[src/rtl/pipe_stage_skid.sv]
// Pipeline stage register with valid/ready handshake, 2-entry skid buffer, flush and NOP bubble.
// Define PIPE_STAGE_PERF_EN to add the saturating downstream back-pressure counter (stall_cnt).
module pipe_stage_skid #(
    parameter int                 WIDTH     = 64,
    parameter logic [WIDTH-1:0]   NOP_VALUE = {WIDTH{1'b0}}
) (
    input  logic             clk,
    input  logic             rst,
    input  logic             flush,
    input  logic             in_valid,
    output logic             in_ready,
    input  logic [WIDTH-1:0] in_data,
    output logic             out_valid,
    input  logic             out_ready,
    output logic [WIDTH-1:0] out_data
`ifdef PIPE_STAGE_PERF_EN
    ,
    output logic [31:0]      stall_cnt
`endif
);

    localparam logic [1:0] ST_EMPTY = 2'd0;
    localparam logic [1:0] ST_ONE   = 2'd1;
    localparam logic [1:0] ST_FULL  = 2'd2;

    logic [1:0]       state, state_nxt;
    logic [WIDTH-1:0] main_q, main_nxt;
    logic [WIDTH-1:0] skid_q, skid_nxt;
    logic             accept, take;

    assign accept   = in_valid & in_ready;
    assign take     = out_valid & out_ready;
    assign out_data = main_q;

    // NOTE: every variable gets a default at the top of always_comb so no path leaves it unassigned (no latch).
    always_comb begin
        state_nxt = state;
        main_nxt  = main_q;
        skid_nxt  = skid_q;
        case (state)
            ST_EMPTY: begin
                if (accept) begin
                    state_nxt = ST_ONE;
                    main_nxt  = in_data;
                end
            end
            ST_ONE: begin
                if (accept && take) begin
                    main_nxt = in_data;
                end else if (accept) begin
                    state_nxt = ST_FULL;
                    skid_nxt  = in_data;
                end else if (take) begin
                    state_nxt = ST_EMPTY;
                    main_nxt  = NOP_VALUE;
                end
            end
            ST_FULL: begin
                if (take) begin
                    state_nxt = ST_ONE;
                    main_nxt  = skid_q;
                end
            end
            default: begin
                state_nxt = ST_EMPTY;
                main_nxt  = NOP_VALUE;
            end
        endcase
        // Flush overrides everything; handshakes still complete but accepted data is dropped.
        if (flush) begin
            state_nxt = ST_EMPTY;
            main_nxt  = NOP_VALUE;
        end
    end

    // Handshake flags are registered from the next state so outputs come straight from flops.
    // NOTE: sequential state uses non-blocking assignments so all flops update from pre-edge values.
    always_ff @(posedge clk) begin
        if (rst) begin
            state     <= ST_EMPTY;
            main_q    <= NOP_VALUE;
            in_ready  <= 1'b1;
            out_valid <= 1'b0;
        end else begin
            state     <= state_nxt;
            main_q    <= main_nxt;
            in_ready  <= (state_nxt != ST_FULL);
            out_valid <= (state_nxt != ST_EMPTY);
        end
    end

    // NOTE: skid is a pure data register, only meaningful in FULL, so it is deliberately left unreset.
    always_ff @(posedge clk) begin
        skid_q <= skid_nxt;
    end

`ifdef PIPE_STAGE_PERF_EN
    // Counts cycles where a valid head is blocked downstream; cleared only by rst.
    always_ff @(posedge clk) begin
        if (rst) begin
            stall_cnt <= 32'd0;
        end else if (out_valid && !out_ready && (stall_cnt != 32'hFFFF_FFFF)) begin
            stall_cnt <= stall_cnt + 32'd1;
        end
    end
`endif

endmodule

[config.mk]
export PLATFORM = sky130hd
export DESIGN_NAME = pipe_stage_skid
export DESIGN_NICKNAME = d
export VERILOG_FILES = /design/src/rtl/pipe_stage_skid.sv
export SDC_FILE = /design/constraint.sdc
export NUM_CORES = 1
export LEC_CHECK = 0
export ABC_CLOCK_PERIOD_IN_PS = 5120
export CORE_MARGIN = 4
export CORE_UTILIZATION = 52
export CTS_BUF_LIST = sky130_fd_sc_hd__clkbuf_8
export DETAILED_ROUTE_END_ITERATION = 6
export PLACE_DENSITY_LB_ADDON = 0.25
export RECOVER_POWER = 25
export SLEW_MARGIN = 10
export SYNTH_ARGS = -nofsm -noshare
export SYNTH_HDL_FRONTEND = slang
export SYNTH_SLANG_ARGS = --single-unit
[constraint.sdc]
create_clock -name clk -period 5.12 [get_ports clk]
set_input_delay 1.024 -clock clk [delete_from_list [all_inputs] [get_ports clk]]
set_output_delay 1.024 -clock clk [all_outputs]
set_load 0.02 [all_outputs]
; ---- Word level (Yosys, flattened, before mapping)
; Cells that the tools add are included.
[word_totals]
register_bits = 132
in_bits = 69
wordCells = 34
[op_classes]
n_eq_ne = 7
mux = 13
bitwise = 3
n_reduce_logical = 6
[op_table]
columns = cell, count
row1 = 2-to-1 mux 64 bit, 5
row2 = case mux 64 bit (3 select lines), 1
row3 = 2-to-1 mux 2 bit, 6
row4 = "!= test 2 bit, second input constant", 3
row5 = "!= test 3 bit, second input constant", 2
row6 = case mux 2 bit (3 select lines), 1
row7 = AND reduction 4 bit, 1
row8 = AND reduction 3 bit, 1
row9 = bitwise AND 1 bit, 2
row10 = "== test 2 x 1 -> 1 bit, second input constant", 1
row11 = "== test 2 bit, second input constant", 1
row12 = zero test 2 bit, 1
row13 = nonzero test 2 bit, 1
row14 = OR reduction 2 bit, 1
row15 = logical AND 1 bit, 1
row16 = inverter 1 bit, 1

; ---- Depth between registers and ports, before layout
; Gate-level depths: netlist (run 1).
[logic_depth]
word_depth = 7
mapped_depth = 6
mapped_depth_nobuf = 4

; ---- Worst setup path after synthesis (run 1)
; Ideal clock, no wire load.
[synth_path]
kind = in2reg
startpoint = input out_ready
endpoint = register skid_q[0], enable pin
setup_time_ns = 0.486
t_arrival_ns = 4.009
required_time_ns = 4.634
setup_slack_ns = 0.625
cell_stages = 3
n_path_buf = 0
cell_sequence = nand2_1 -> nand2_1 -> nor2_1
[synth_between]
elab_chain_len = 4
[synth_rtl]
columns = item, line
row1 = from (decl), 14  ; input logic out_ready,
row2 = bitwise AND 1 bit, 32  ; assign take = out_valid & out_ready;
row3 = logical AND 1 bit, 48  ; if (accept && take) begin
row4 = inverter 1 bit (no source line), n/a
row5 = AND reduction 3 bit (no source line), n/a
row6 = to (signal assigned), 94  ; skid_q <= skid_nxt;
row7 = to (decl), 28  ; logic [WIDTH-1:0] skid_q, skid_nxt;
; Every way passes these cells.
; A chain may end at the register's enable or synchronous reset.

; ---- Worst setup path after layout (run 1)
[layout_path]
startpoint = register state[1]
endpoint = register main_q[7] (netlist: out_data[7])
[layout_between]
elab_chain_len = 3
word_cells_on_any_way = 9
cone_classes = 6 x eq/ne / 1 x mux / 2 x reduce/logical
[layout_rtl]
columns = item, line
row1 = from (decl), 26  ; logic [1:0] state, state_nxt;
row2 = from (signal assigned), 85  ; state <= state_nxt;
row3 = "== test 2 x 1 -> 1 bit, or another cell as far along", 40  ; case (state)
row4 = != test 3 bit (no source line) or != test 2 bit (tied branches), n/a
row5 = AND reduction 4 bit (no source line), n/a
row6 = to (signal assigned), 86  ; main_q <= main_nxt;
row7 = to (decl), 27  ; logic [WIDTH-1:0] main_q, main_nxt;
; Several ways; a longest one is shown, not always the timed one.

==> results of run 1 <==
## flip-flops by register name, indices dropped and copies added, names as in the netlist
signal and flops:
out_valid 1, state 2, out_data 64, skid_q 64, in_ready 1
## power by group through the flow
stage | Sequential (mW) | Clock, mW | Combinational [mW]
after floorplan | 1.19 | 0 | 0.148
after global placement | 1.18 | 0 | 0.294
after detailed placement | 1.18 | 0 | 0.304
after CTS | 1.15 | 0.837 | 0.307
after global routing | 1.16 | 0.885 | 0.328
final | 1.15 | 0.819 | 0.301
## path summary, 6_finish.rpt
check / startpoint / endpoint / slack, ns / cells past startpoint
setup / recovery: state[1]$_SDFF_PP0_ / out_data[7]$_SDFFE_PP0P_ / 1.27 / 6
hold reg to reg: out_data[47]$_SDFFE_PP0P_ / out_data[47]$_SDFFE_PP0P_ / 0.52 / 2
setup reg to reg: state[1]$_SDFF_PP0_ / out_data[7]$_SDFFE_PP0P_ / 1.27 / 6
hold / removal: out_data[47]$_SDFFE_PP0P_ / out_data[47]$_SDFFE_PP0P_ / 0.52 / 2
## cell type report
class,count,area [sq um]
multi-input combinational,281,2120
clock buffer,18,248
timing repair buffer,144,1450
fill,830,3290
clock inverter,14,126
sequential,132,3290
inverter,64,240
tap,140,175
## synthesized netlist by cell type
cell	n	area share, %
a21oi_1	4	0.34
nor2b_1	1	0.11
mux2i_1	64	11
buf_4	4	0.51
nor3_1	1	0.085
o22ai_2	1	0.21
nand3b_4	1	0.34
clkbuf_1	17	1.1
or2_2	1	0.11
nor2_1	68	4.4
nand4_1	1	0.11
or3_1	1	0.11
o2bb2ai_4	1	0.47
xnor2_2	1	0.28
dfxtp_1	68	23
nand3_1	1	0.085
o21a_1	2	0.26
buf_2	26	2.2
inv_1	64	4.1
edfxtp_1	64	33
nand2_1	4	0.26
o32ai_1	64	9.6
and2_1	1	0.11
a22oi_1	64	8.2
## metal layers
metal,wire length (microns),share of wire [%],GRT usage [%]
met5,21,0.14,0
met4,167,1.1,7.36
met3,1120,7.5,6.61
met2,7040,48,36.2
met1,6470,44,29.8
## cell usage in the layout (no fill, tap or decap), types with 2 or more instances in the layout
master and instances:
a21oi_1 4, edfxtp_1 64, nor2_1 67, buf_4 7
inv_6 3, dlygate4sd3_1 64, o32ai_1 64, clkinvlp_4 4
clkinv_4 2, nand2_1 4, clkdlybuf4s50_1 70, a22oi_1 64
clkinv_2 2, clkbuf_8 18, mux2i_1 64, o21a_1 2
inv_4 2, dfxtp_1 66, inv_1 64
## stage by stage
step | instance area, sq um | util, % | total power [mW]
after detailed placement | 7240 | 66.2 | 1.48
after global routing | 7640 | 69.9 | 2.37
after CTS | 7620 | 69.7 | 2.30
after global placement | 7240 | 66.2 | 1.47
final | 7640 | 69.9 | 2.27
after floorplan | 5850 | - | 1.34
## worst max-delay path: stages (launching register included)
cell and delay [ns]:
dfxtp_4 0.94, clkbuf_2 1.30, nor2_1 0.21, o2bb2ai_4 0.51, buf_4 0.38, a22oi_1 0.24, nor2_1 0.06
## cell families (layout without fill, tap and decap cells)
group                  count (synthesis)  in the layout
AO/OA/AOI/OAI                        136            136
XOR/XNOR                               1              1
buffers and inverters                111            240
flip-flops                           132            132
multiplexers                          64             64
AND/OR/NAND/NOR                       80             80
==> summary.txt, run 1 <==
STA
  – RSZ-0062 raised after global routing: no
  – Final Hold Viols: 0
  – Clock period minus worst slack: just under 4 ns
  – Setup tns final: 0 ns
  – Fin worst setup slack: 1.27 ns
  – Tcrit/Tclk final: 75.2%
  – # setup viols final: 0
  – Fmax: between 0.2 and 0.3 GHz
  – Slew Limit Fails: 64
  – Worst slew pin tran: 1.61 ns
  – Fin Hold WS: 0.519 ns
  – Slew margin rel.: -7.02%
  – Setup Skew: 0.0125 ns

Placed design
  – PortBufs: about 130
  – Pre-CTS setup slack: 1.64 ns
  – Hpwl dp: 9240 microns
  – Final Wtd Congestion: 0.790
  – Placed cells: 760

Routing
  – Detailed Routing Iterations Pass 1: 5
  – Via/cell ratio: 5.96
  – DRT iter0 DRCs: 437
  – Wire length per cell: about 19 microns
  – Vias: 4728
  – Antenna Nets Post-Route: 0
  – WL final: around 15000 microns
  – Drt drc: 0

Critical path
  – Crit path kind: reg2reg
  – Crit path launch type: register
  – CP Max Fanout: between 60 and 70
  – Worst Path Required: 5.40 ns
  – CP arrival: 4.13 ns
  – Critical Path End Type: register

Finish
  – Finished Layout Cells: just under 800
  – Ant diodes: 0
  – Final Net Count: 709
  – Area Overhead vs Synth: 30.6%
  – Layout cells sized above 1: between 7 and 8%

Power and ir drop
  – Logic pwr share: 13.2%
  – Clock network power share: 36.0%
  – Net Switching: 0.603 mW
  – VDD IR max: 0.262 mV
  – Pint: 1.67 mW
  – Sequential Power Share: 50.7%
  – Switching Share: 26.5%
  – P per Cell Area: around 300 mW/mm^2
  – Leakage: 2.69 nW

Flow run
  – Total of max-cap violations: 1

Floorplan
  – Die height: 114 microns
  – Die width: about 110 microns
  – Num rows: 38
  – I/O pin cnt: 135
  – Initial Utilization: 53.5%
  – Core ar.: about 0.011 sq mm
  – DIE AREA: roughly 0.013 sq mm

CTS
  – Num CTS Buffers: 17
  – H-tree levels: 4
  – Post-CTS Setup Repair Bufs: 0
  – CTS root buffer: clkbuf_8
  – Max clock buf depth: 2
  – CTS tree: built
  – CTS clk-pin slew, worst paths: around 0.07 ns
  – Hold Buf Count CTS: 0
  – Gates resized, CTS repair: 0
  – Clk sinks: 132
  – Clock Latency Late Sink: 0.43 ns

Global routing
  – Initial antenna violation count: 2
  – Gr usage total: 22.7%
  – Vias in the first global route: 4780
  – Global route overflow: 0
  – First-pass GRT wire length: 23500 microns
  – Largest net degree at the start of global routing: a little under 70

Synth
  – Post-synth cell types: 24
  – Mapped cell area: 0.00585 sq mm
  – Post-synthesis average cell area: 11.2 sq um
  – Mux cell area share after synthesis: between 10% and 20%
  – Post-Synth XOR/XNOR Area: 0.278%
  – Synthesized instance count: 524
  – FF+latch count, synth: 132
  – Ys Warns: 0
  – Mapped Nets: 593
  – Seq/Total Area, Yosys: 56.1%
  – Dominant combinational cell family by area after synthesis: compound AO/OA/AOI/OAI gates
  – Fraction of the mapped netlist area in adder cells: 0%
  – Synth Area in Simple Gates: 5.67%
  – Post-synthesis compound-gate area fraction: 19.1%

Outcome
  – Failing checks: max-capacitance violations, max-slew violations
  – Status: finished with violations

Hold path
  – HP Class: reg2reg
(Power assumes the default switching activity.)
==> run 2: changes to the inputs <==
--- a/config.mk
+++ b/config.mk
@@ -5,9 +5,9 @@
 export SDC_FILE = /design/constraint.sdc
 export NUM_CORES = 1
 export LEC_CHECK = 0
-export ABC_CLOCK_PERIOD_IN_PS = 5120
+export ABC_CLOCK_PERIOD_IN_PS = 3400
 export CORE_MARGIN = 4
-export CORE_UTILIZATION = 52
+export CORE_UTILIZATION = 47
 export CTS_BUF_LIST = sky130_fd_sc_hd__clkbuf_8
 export DETAILED_ROUTE_END_ITERATION = 6
 export PLACE_DENSITY_LB_ADDON = 0.25
==> constraint.sdc (replaced) <==
create_clock -name clk -period 3.4 [get_ports clk]
set_input_delay 0.68 -clock clk [delete_from_list [all_inputs] [get_ports clk]]
set_output_delay 0.68 -clock clk [all_outputs]
set_load 0.02 [all_outputs]
==> summary.txt, run 2 (synthesized netlist as in run 1, its figures left out) <==
Outcome
  – Status: finished clean

Critical path
  – R2R Path Start: state[0]$_SDFF_PP0_
  – Crit path kind: in2reg
  – Worst R2R End: out_data[17]$_SDFFE_PP0P_
  – Crit path launch type: input pin
  – CP max stage delay: 0.87 ns (-0.43 ns)
  – CP arrival: 2.90 ns (-1.23 ns)
  – Slowest CP cell: o2bb2ai_4
  – Worst Reg2Reg Path Length in Cells: 5 (-1)
  – Reg2reg setup slack: 0.86 ns (-0.41 ns)
  – Cell Chain, Critical Path: clkdlybuf4s50_1 > and2_1 > o2bb2ai_4 > buf_4 > a22oi_1 > nor2_1
  – CP Max Fanout: 43 (-36%)
  – Critical Path End Type: register
  – Worst Path Required: 3.76 ns (-1.64 ns)

Placed design
  – Placed cells: 792 (+4.2%)
  – PortBufs: 134 (unchanged)
  – Cell area after placement: 0.00731 sq mm (+0.90%)
  – Hpwl dp: 9570 microns (+3.6%)
  – Final Wtd Congestion: 0.770 (-2.5%)

Floorplan
  – Die width: 120 microns (+4.8%)
  – DIE AREA: 0.0143 sq mm (+9.9%)
  – Core ar.: 0.0121 sq mm (+11%)
  – I/O pin cnt: 135 (unchanged)
  – Initial Utilization: 48.3% (-5.2 points)
  – Num rows: 40 (+5.3%)
  – Die height: 120 microns (+4.8%)

Routing
  – Met1 WL: 6580 microns (+1.7%)
  – Via/cell ratio: 5.72 (-4.1%)
  – WL final: 14900 microns (+0.58%)
  – Metal2 WL: 7060 microns (+0.23%)
  – Drt drc: 0 (unchanged)
  – Detailed Routing Iterations Pass 1: 5 (unchanged)
  – Vias: 4710 (-0.38%)
  – Antenna Nets Post-Route: 0 (unchanged)
  – DRT iter0 DRCs: 440 (+0.69%)
  – Wire length per cell: 18.1 microns (-3.2%)
  – Met3 wire length: 1080 microns (-3.5%)
  – Max layer used: met4

Flow run
  – Total of max-cap violations: 0 (-1)

CTS
  – CTS tree: built
  – Clk sinks: 132 (unchanged)
  – Num CTS Buffers: 17 (unchanged)
  – Post-CTS Setup Repair Bufs: 0 (unchanged)
  – Clock Latency Late Sink: 0.43 ns (about the same)
  – H-tree levels: 4 (unchanged)
  – Hold Buf Count CTS: 0 (unchanged)
  – Max clock buf depth: 2 (unchanged)
  – CTS root buffer: clkbuf_8
  – Gates resized, CTS repair: 0 (unchanged)
  – CTS clk-pin slew, worst paths: 0.07 ns (about the same)

Global routing
  – Global route overflow: 0 (unchanged)
  – First-pass GRT wire length: 23900 microns (+1.6%)
  – Gr usage total: 20.9% (-1.8 points)
  – Vias in the first global route: 4734 (-0.96%)
  – Initial antenna violation count: 0 (-2)
  – Largest net degree at the start of global routing: 76 (+10%)

Power and ir drop
  – Final Power: 3.45 mW (+52%)
  – Leakage: 2.74 nW (+1.8%)
  – VDD IR max: 0.265 mV (+1.1%)
  – P per Cell Area: 448 mW/mm^2 (+51%)

STA
  – Tcrit/Tclk final: 74.8%
  – Slew Limit Fails: 0 (-100%)
  – Setup Skew: 0.00662 ns (-0.00584 ns)
  – Fmax: 0.393 GHz
  – RSZ-0062 raised after global routing: no
  – Final Hold Viols: 0 (unchanged)
  – # setup viols final: 0 (unchanged)
  – Slew margin rel.: 26.3% (+33 points)
  – Worst slew pin tran: 1.10 ns (-0.501 ns)
  – Clock period minus worst slack: 2.54 ns
  – Setup tns final: 0 ns (unchanged)

Finish
  – Fillers: 977 (+18%)
  – Layout cells sized above 1: 7.32% (-0.34 points)
  – Area Overhead vs Synth: 31.6%
  – Final instance area: 0.00770 sq mm (+0.72%)
  – Leading cell type in the layout, fill and taps excluded: clkdlybuf4s50_1
  – Area of the multi-input gates: 0.00212 sq mm (unchanged)
  – Ant diodes: 0 (unchanged)
  – Finished Layout Cells: 824 (+3.9%)
  – Final Net Count: 712 (+0.42%)
  – Most frequent cells in the layout: 70 x clkdlybuf4s50_1, 69 x inv_1, 67 x nor2_1, 66 x dfxtp_1
  – Seq. cell area: 0.00329 sq mm (unchanged)

Hold path
  – Hold EP: out_data[48]$_SDFFE_PP0P_
  – Hold Path Depth: 2 (unchanged)
  – HP Class: reg2reg
  – Hold Startpoint: out_data[48]$_SDFFE_PP0P_
run 2: cell types whose count changed in the layout (fill, tap and decap cells not counted):
cell,delta
clkinvlp_4,-4
clkbuf_8,+6
inv_1,+5
buf_16,-1
inv_6,-3
inv_4,-2
clkinv_4,-2
buf_4,+5
clkbuf_2,-1
run 2: worst max path at each step:
| stage | start | to | slack, ns | depth (start not counted) |
|---|---|---|---|---|
| CTS | state[0]$_SDFF_PP0_ | out_data[17]$_SDFFE_PP0P_ | 0.83 | 5 |
| floorplan | out_ready | skid_q[0]$_DFFE_PP_ | 0.31 | 3 |
| detailed placement | out_ready | out_data[18]$_SDFFE_PP0P_ | 0.43 | 6 |
| global route | state[0]$_SDFF_PP0_ | out_data[17]$_SDFFE_PP0P_ | 0.64 | 5 |
| global placement | out_ready | out_data[9]$_SDFFE_PP0P_ | 0.53 | 6 |
| finish | out_ready | out_data[17]$_SDFFE_PP0P_ | 0.86 | 6 |
run 2: area by class of cell:
class	instances	area share [%]
clock buffers	24	4.29
repair buffers	147	18.9
well taps	168	2.73
inverters	64	3.12
multi-input cells	281	27.5
clock inverters	8	0.764
flip-flops and latches	132	42.7
run 2: where the power goes:
group | total [mW] | switching (mW) | internal [mW] | leakage, nW
Clock | 1.26 | 0.563 | 0.700 | 0.221
Combinational | 0.447 | 0.248 | 0.199 | 1.38
Sequential | 1.74 | 0.0268 | 1.71 | 1.13
Total | 3.45 | 0.838 | 2.61 | 2.74
run 2: metal layers:
metal | up-vias | global-route usage [%]
met2 | 192 | 33.0
met3 | 21 | 6.64
met5 | - | 0
li1 | 2187 | -
met1 | 2310 | 27.4
met4 | 0 | 6.66
run 2: stage by stage:
stage,hold WS (ns),utilization [%],setup slack [ns]
2_1_floorplan,0.616,-,0.315
3_3_place_gp,0.490,60.4,0.527
3_5_place_dp,0.499,60.4,0.431
4_1_cts,0.515,63.6,0.833
5_1_grt,0.545,63.6,0.643
6_report,0.511,63.6,0.858
run 2: critical path: cells and delay by family:
family / cells / cell delay, ns
AND/OR/NAND/NOR: 2 / 0.34
AO/OA/AOI/OAI: 2 / 1.00
buffers and inverters: 2 / 0.87
